===== src/rtl/bus_arbiter_pkg.sv =====
// Shared definitions for the ibus/dbus arbiter: default bus widths, FSM
// state encoding, grant identifiers and the round-robin decision helper.
// The optional watchdog (enabled with ARB_TIMEOUT_EN) sizes its counter
// with wd_width().

package bus_arbiter_pkg;

    localparam int DEF_ADDR_W = 32;
    localparam int DEF_DATA_W = 32;

    typedef enum logic [1:0] {
        ST_IDLE = 2'd0,
        ST_IBUS = 2'd1,
        ST_DBUS = 2'd2
    } arb_state_t;

    typedef enum logic {
        GNT_I = 1'b0,
        GNT_D = 1'b1
    } grant_t;

    typedef struct packed {
        logic   valid;
        grant_t who;
    } grant_dec_t;

    // Round-robin pick: a lone requester wins outright; on a tie the master
    // that did not win last time is served.
    function automatic grant_dec_t arbitrate(input logic i_want, input logic d_want,
                                             input grant_t last);
        grant_dec_t dec;
        dec.valid = i_want | d_want;
        if (i_want && d_want) begin
            dec.who = (last == GNT_I) ? GNT_D : GNT_I;
        end else if (d_want) begin
            dec.who = GNT_D;
        end else begin
            dec.who = GNT_I;
        end
        return dec;
    endfunction

    // Watchdog counter width: enough bits for the limit, kept within 8..16.
    function automatic int wd_width(input int limit);
        int w;
        w = $clog2(limit + 1);
        if (w < 8) begin
            w = 8;
        end else if (w > 16) begin
            w = 16;
        end
        return w;
    endfunction

endpackage


===== src/rtl/bus_arbiter_watchdog.sv =====
// Transaction watchdog for the bus arbiter, instantiated only when
// ARB_TIMEOUT_EN is defined. The counter restarts on every grant and
// advances while a bus transaction is outstanding. 'expired' is raised in
// the last bus cycle allowed, so the aborted ack lands TIMEOUT cycles after
// the cycle in which the master first requested.

module bus_arb_watchdog
    import bus_arbiter_pkg::*;
#(
    parameter int TIMEOUT = 255
) (
    input  logic clk,
    input  logic rst,
    input  logic clear,
    input  logic active,
    output logic expired
);

    localparam int CW = wd_width(TIMEOUT);
    localparam logic [CW-1:0] LIMIT = CW'((TIMEOUT >= 2) ? TIMEOUT - 2 : 0);
    localparam logic [CW-1:0] CMAX  = '1;

    logic [CW-1:0] count;

    // Count cycles spent waiting on the slave, saturating at the top value.
    always_ff @(posedge clk) begin
        if (rst || clear) begin
            count <= '0;
        end else if (active && (count != CMAX)) begin
            count <= count + 1'b1;
        end
    end

    assign expired = active && (count >= LIMIT);

endmodule


===== src/rtl/bus_arbiter.sv =====
// Shares one single-ported bus between the fetch path (ibus, read-only) and
// the memory-access path (dbus, read/write). Round-robin on ties, registered
// grants and bus signals, one-cycle master acks, per-stage stall requests,
// and discard of an in-flight fetch on pipeline flush.
// Optional: define ARB_TIMEOUT_EN to add a watchdog that aborts a hung
// transaction after TIMEOUT cycles and flags it on err_o.

module bus_arbiter
    import bus_arbiter_pkg::*;
#(
    parameter int ADDR_W  = DEF_ADDR_W,
    parameter int DATA_W  = DEF_DATA_W,
    parameter int TIMEOUT = 255
) (
    input  logic                clk,
    input  logic                rst,
    input  logic                flush_i,
    input  logic                i_req_i,
    input  logic [ADDR_W-1:0]   i_addr_i,
    output logic                i_ack_o,
    output logic [DATA_W-1:0]   i_rdata_o,
    input  logic                d_req_i,
    input  logic                d_we_i,
    input  logic [ADDR_W-1:0]   d_addr_i,
    input  logic [DATA_W/8-1:0] d_sel_i,
    input  logic [DATA_W-1:0]   d_wdata_i,
    output logic                d_ack_o,
    output logic [DATA_W-1:0]   d_rdata_o,
    output logic                stallreq_if_o,
    output logic                stallreq_mem_o,
    output logic                bus_req_o,
    output logic                bus_we_o,
    output logic [ADDR_W-1:0]   bus_addr_o,
    output logic [DATA_W/8-1:0] bus_sel_o,
    output logic [DATA_W-1:0]   bus_wdata_o,
    input  logic                bus_ack_i,
    input  logic [DATA_W-1:0]   bus_rdata_i,
    output logic                err_o
);

    arb_state_t        state;
    grant_t            last_grant;
    logic              discard;
    grant_dec_t        decision;
    logic              start;
    logic              timeout_hit;
    logic              done;
    logic              aborted;
    logic [DATA_W-1:0] resp_data;

    // A master whose ack is showing this cycle still holds its request; the
    // stall terms double as "really pending" so that stale request is not
    // granted a second time.
    assign stallreq_if_o  = i_req_i & ~i_ack_o;
    assign stallreq_mem_o = d_req_i & ~d_ack_o;

    assign decision  = arbitrate(stallreq_if_o & ~flush_i, stallreq_mem_o, last_grant);
    assign start     = (state == ST_IDLE) && decision.valid;
    assign done      = bus_ack_i | timeout_hit;
    assign aborted   = timeout_hit & ~bus_ack_i;
    assign resp_data = aborted ? '0 : bus_rdata_i;

`ifdef ARB_TIMEOUT_EN
    logic err_q;

    bus_arb_watchdog #(
        .TIMEOUT (TIMEOUT)
    ) u_watchdog (
        .clk     (clk),
        .rst     (rst),
        .clear   (start),
        .active  (state != ST_IDLE),
        .expired (timeout_hit)
    );

    assign err_o = err_q;
`else
    assign timeout_hit = 1'b0;
    assign err_o       = 1'b0;
`endif

    // Arbitration FSM: grant from IDLE, hold the bus until the slave (or the
    // watchdog) ends the transfer, then return the response to its master.
    always_ff @(posedge clk) begin
        if (rst) begin
            state       <= ST_IDLE;
            last_grant  <= GNT_I;
            discard     <= 1'b0;
            i_ack_o     <= 1'b0;
            i_rdata_o   <= '0;
            d_ack_o     <= 1'b0;
            d_rdata_o   <= '0;
            bus_req_o   <= 1'b0;
            bus_we_o    <= 1'b0;
            bus_addr_o  <= '0;
            bus_sel_o   <= '0;
            bus_wdata_o <= '0;
`ifdef ARB_TIMEOUT_EN
            err_q       <= 1'b0;
`endif
        end else begin
            i_ack_o <= 1'b0;
            d_ack_o <= 1'b0;
`ifdef ARB_TIMEOUT_EN
            err_q   <= 1'b0;
`endif
            case (state)
                ST_IDLE: begin
                    if (start) begin
                        bus_req_o  <= 1'b1;
                        last_grant <= decision.who;
                        discard    <= 1'b0;
                        if (decision.who == GNT_D) begin
                            state       <= ST_DBUS;
                            bus_we_o    <= d_we_i;
                            bus_addr_o  <= d_addr_i;
                            bus_sel_o   <= d_sel_i;
                            bus_wdata_o <= d_wdata_i;
                        end else begin
                            state       <= ST_IBUS;
                            bus_we_o    <= 1'b0;
                            bus_addr_o  <= i_addr_i;
                            bus_sel_o   <= '1;
                            bus_wdata_o <= '0;
                        end
                    end
                end
                ST_IBUS: begin
                    if (done) begin
                        state     <= ST_IDLE;
                        bus_req_o <= 1'b0;
                        discard   <= 1'b0;
                        if (!(discard || flush_i)) begin
                            i_ack_o   <= 1'b1;
                            i_rdata_o <= resp_data;
`ifdef ARB_TIMEOUT_EN
                            err_q     <= aborted;
`endif
                        end
                    end else if (flush_i) begin
                        discard <= 1'b1;
                    end
                end
                ST_DBUS: begin
                    if (done) begin
                        state     <= ST_IDLE;
                        bus_req_o <= 1'b0;
                        d_ack_o   <= 1'b1;
                        d_rdata_o <= resp_data;
`ifdef ARB_TIMEOUT_EN
                        err_q     <= aborted;
`endif
                    end
                end
                default: begin
                    state     <= ST_IDLE;
                    bus_req_o <= 1'b0;
                end
            endcase
        end
    end

endmodule


===== config.mk =====
export PLATFORM = sky130hd
export DESIGN_NAME = bus_arbiter
export DESIGN_NICKNAME = d
export VERILOG_FILES = /design/src/rtl/bus_arbiter_pkg.sv /design/src/rtl/bus_arbiter_watchdog.sv /design/src/rtl/bus_arbiter.sv
export SDC_FILE = /design/constraint.sdc
export NUM_CORES = 1
export LEC_CHECK = 0
export BUFFER_PORTS_ARGS = -buffer_cell sky130_fd_sc_hd__buf_4
export CORE_UTILIZATION = 46
export CTS_CLUSTER_SIZE = 14
export DETAILED_ROUTE_END_ITERATION = 10
export PLACE_DENSITY = 0.83
export SYNTH_ARGS = -nofsm -noshare
export SYNTH_HDL_FRONTEND = slang
export SYNTH_SLANG_ARGS = --single-unit

===== constraint.sdc =====
create_clock -name clk -period 1.8 [get_ports clk]
set_input_delay 0.18 -clock clk [delete_from_list [all_inputs] [get_ports clk]]
set_output_delay 0.18 -clock clk [all_outputs]
set_load 0.01 [all_outputs]

======== After elaboration in Yosys (flattened, before gate mapping) ========
Index checks and enable logic that the tools add are counted.
operators by class
  equal/unequal tests ..................... 5
  muxes and demuxes ....................... 20
  bitwise gates (word level) .............. 11
  reductions and logical operators ........ 13
operators with widths
  cell                  number
  $mux W32              2
  $mux W1               11
  $not A1 Y1            7
  $mux W2               3
  $reduce_and A2 Y1     3
  $reduce_and A3 Y1     2
  $mux W4               1
  $pmux W1 S2           2
  $pmux W2 S2           1
  $reduce_or A2 Y1      2
  $and A1 B1 Y1         3
  $ne A3 B3 Y1 const B  1
  $reduce_or A3 Y1      1
  $eq A2 B1 Y1 const B  1
  $eq A2 B2 Y1 const B  1
  $logic_and A1 B1 Y1   2
  $logic_not A2 Y1      1
  $ne A2 B1 Y1 const B  1
  $ne A2 B2 Y1 const B  1
  $reduce_bool A2 Y1    1
  $logic_or A1 B1 Y1    1
  $or A1 B1 Y1          1
word-level totals
  bits in registers ....................... 140
  word-level logic and storage cells ...... 61

======== Depth between registers and ports, before layout ========
  depth after elaboration ................. 8
  depth in mapped cells ................... 9
  depth with buffers taken out ............ 5

======== Least setup slack after synthesis ========
No wires, ideal clock.
  path type ............................... register to register
  start point ............................. register state[1]
  end point ............................... register bus_wdata_o[22]
  library setup time ...................... 0.132 ns
  data arrival time ....................... 1.419 ns
  setup slack ............................. 0.249 ns
  cell stages (with the launch flop) ...... 10
  path buffers ............................ 4
  clock period less this slack ............ 1.551 ns
  path through ............................ dfxtp_1 -> inv_1 -> ha_1 -> buf_4 -> and3b_1 -> buf_2 -> buf_4 -> buf_6 -> nand3_1 -> a21oi_1
between the ends
  longest elaborated chain between the ends .. 3
RTL lines
  element                               line                                   RTL
  start: declaration                    bus_arbiter.sv:41                      arb_state_t state;
  start signal: assignment              bus_arbiter.sv:86                      state <= ST_IDLE;
  start signal: assignment              bus_arbiter.sv:114                     state <= ST_DBUS;
  start signal: assignment              bus_arbiter.sv:120                     state <= ST_IBUS;
  $logic_not A2 Y1 *                    bus_arbiter.sv:58, bus_arbiter.sv:107
  $logic_and A1 B1 Y1                   bus_arbiter.sv:58                      assign start = (state == ST_IDLE) && decision.valid;
  $reduce_and A2 Y1 (no source line) *  n/a
  end signal: assignment                bus_arbiter.sv:118                     bus_wdata_o <= d_wdata_i;
  end: declaration                      bus_arbiter.sv:35                      output logic [DATA_W-1:0] bus_wdata_o,
Mark *: on every way between the ends. The rest lies on a longest branch, timed or not.
A chain may end at the register's enable or synchronous reset.

======== Worst setup path in the final report ========
  start point ............................. register state[0]
  end point ............................... register bus_addr_o[2]
between the ends
  longest elaborated chain between the ends .. 3
RTL lines
  element                               line                                   RTL
  $logic_not A2 Y1 *                    bus_arbiter.sv:58, bus_arbiter.sv:107
  $logic_and A1 B1 Y1                   bus_arbiter.sv:58
  $reduce_and A2 Y1 (no source line) *  n/a
  end signal: assignment                bus_arbiter.sv:116                     bus_addr_o <= d_addr_i;
  end signal: assignment                bus_arbiter.sv:122                     bus_addr_o <= i_addr_i;
  end: declaration                      bus_arbiter.sv:33                      output logic [ADDR_W-1:0] bus_addr_o,
Marks and branches as above.

==> impl_results.md <==
- Pwr per Cell Area: 1050 nW/um^2
- Core area: 12000 um^2
- Placed cells: 1052
- Initial antenna violation count: 0
- RD Place Congestion: 0.809
- Total wire length: 17900 um
- Worst vdd rail ir drop: 0.700 mV
- Routed len/inst: 16.5 um
- Max Clk Rate: 0.605 GHz
- Clk_lat worst skew: 0.42 ns
- Site Rows: 40
- Io pins: 278
- Share of cells above drive strength 1: 35.7%
- Initial core utilization: 47.1%
- Syn avg cell area: 8.31 um^2
- First-pass GRT wire length: 27800 um
- Die area: 12700 um^2
- CTS tree: done
- Final Hold Viols: 0
- Vias in the first global route: 5493
- Max Cap Viol: 0
- HPWL Detailed: 12100 um
- Setup TNS: 0 ns
- Drt pass-1 iters: 5
- Post-route DRC: 0
- Crit. End Element: register
- Top-count cell post-synth: dfxtp_1
- CTS Buf Count: 17
- Seq cells post-synth: 140
- Post-DP Area: 7760 um^2
- Finished Layout Cells: 1087
- Asr flop ratio synth: 0%
- Arr. time, crit path: 1.97 ns
- Storage element area: 2800 um^2
- Clock root buffer: clkbuf_16
- Die width: 113 um
- Crit path cell chain: inv_1 > ha_2 > and3b_2 > buf_12 > nor3_1 > a311oi_1
- Max FO, Critical Path: 46
- PortBufs: 276
- Yosys synthesis warning count: 0
- Outcome: complete, no violations
- Longest Clk Path Bufs: 2
- Via density: 5.53
- Overall Global Routing Usage: 27.7%
- Slew Viols, Final: 0
- Clk sinks: 140
- Worst path slowest cell: dfxtp_1
- Slowest stage delay, CP: 0.33 ns
- Tmin final: 1.65 ns
- Yosys top cell by area: dfxtp_1
- Largest net degree at the start of global routing: 72
- Area growth syn-to-layout: 48.8%
- H-tree depth: 4
- Crit Path Category: reg2reg
- Yosys top cell area share: 49.7%
- Largest cells by area after synthesis: dfxtp_1, nand2_1, nand3_1, a21oi_1, a311oi_1
- Seq/Total Area, Yosys: 49.7%
- Leakage Power: 0.00352 uW
- Post-route cell area: 8380 um^2
- Cells after Synth: 678
- RSZ-0062 raised after global routing: no
- Top FF cell, synth: dfxtp_1
- Worst Path Required: 2.12 ns
- Worst Clk Skew: 0.00772 ns
- Area taken by multi-input logic gates: 2440 um^2
- GR Overflow Total: 0
- Antenna-violating nets left: 0
- Crit share post-route: 91.8%
- Die Y: 113 um
- Filler cell count in the final layout: 970
- Clock transition at path regs: 0.06 ns
- Commonest cells in the synthesized netlist: dfxtp_1, nand2_1, nand3_1
- Worst Hold Class: in2reg
- Antenna diode count: 0
- Via count: 6013
- Mapped Area: 5640 um^2
- # nets final: 1069
- Hold slack: 0.0125 ns
- Startpoint Class: register
- Register-to-register path setup slack: 0.15 ns
- EDFF count, synth: 0
- # Post-CTS Setup Buffers: 0
- Final setup vio count: 0
- Syn Nets: 820
- Post-synthesis cell type count: 39
- 1st-iter DRT viols: 762
-- metal layers --
metal	vias up	GRT usage, %	part of all wire [%]	wire (um)
met2	285	45.9	48	8640
li1	2888	-	-	-
met4	0	14.0	3.5	628
met3	47	8.91	8.7	1570
met5	-	0	0	0
met1	2793	32.1	39	7070
-- cell type report --
| cell class | count | share of cell area [%] |
|---|---|---|
| multi-input cells | 463 | 29.1 |
| inverters | 4 | 0.239 |
| clock buffers | 22 | 5.66 |
| repair buffers | 301 | 28.0 |
| flip-flops and latches | 140 | 33.4 |
| clock inverters | 10 | 1.37 |
| well taps | 147 | 2.19 |
-- report_power, final --
group	total, uW	switching (uW)	internal [uW]
Clock	3470	1320	2140
Sequential	3520	150	3370
Combinational	1820	945	876
Total	8810	2420	6390
-- critical path: cells and delay by family (launching register included) --
| family | cells | cell delay (ns) |
|---|---|---|
| AND/OR/NAND/NOR | 2 | 0.36 |
| flip-flops | 1 | 0.33 |
| buffers and inverters | 2 | 0.33 |
| adder cells (fa/ha/maj) | 1 | 0.29 |
| AO/OA/AOI/OAI | 1 | 0.25 |
-- timing repair --
| item | 4_1_cts | 5_1_grt |
|---|---|---|
| endpoints found under the hold margin | 3 | 0 |
| hold buffers | 3 | 0 |
| endpoints found under the setup margin | 0 | 35 |
| resized for setup | 0 | 2 |
-- worst paths after layout --
kind | from | end | cells after the start
worst min register to register | d_rdata_o[20]$_SDFFE_PP0P_ | d_rdata_o[20]$_SDFFE_PP0P_ | 2
worst max-delay path | state[0]$_SDFFE_PP0P_ | bus_addr_o[2]$_SDFFE_PP0P_ | 6
worst max register to register | state[0]$_SDFFE_PP0P_ | bus_addr_o[2]$_SDFFE_PP0P_ | 6
worst min-delay path | bus_rdata_i[5] | d_rdata_o[5]$_SDFFE_PP0P_ | 3
-- per-stage QoR --
| step | total power, uW | util, % | setup slack, ns |
|---|---|---|---|
| floorplan | 4530 | - | 0.249 |
| global placement | 5350 | 64.9 | 0.146 |
| detailed placement | 5380 | 64.9 | 0.0770 |
| CTS | 8820 | 70.0 | 0.0464 |
| global route | 9160 | 70.1 | 0.0109 |
| finish | 8810 | 70.1 | 0.147 |
-- state kept, by name, summed over array words and instances, names as in the netlist --
signal       flops
bus_addr_o      32
bus_req_o        1
bus_sel_o        4
bus_wdata_o     32
bus_we_o         1
d_ack_o          1
d_rdata_o       32
discard          1
i_ack_o          1
i_rdata_o       32
last_grant       1
state            2
-- cells by family (layout without fill, tap and decap cells) --
logic type	Yosys count	in the layout	synth area share, %
buf+inv	75	337	7.55
fa+ha+maj	3	3	0.666
mux	1	1	0.178
other cells	1	1	0.0665
simple gates	285	285	23.5
flops	140	140	49.7
compound gates	173	173	18.3
-- layout by cell type, fill, tap and decap left out, types with 3 or more instances in the layout --
cell type	instances
buf_4	291
buf_12	6
o21ai_1	3
nand2_1	134
nand3_1	99
o21ai_0	29
inv_1	3
clkbuf_16	17
clkinvlp_4	3
a31oi_1	3
dfxtp_1	140
nor2_1	3
clkbuf_8	3
dlygate4sd3_1	3
a21oi_1	98
o221a_1	5
clkinv_2	3
a311oi_1	32
nor3_1	32
(Power assumes the default switching activity.)
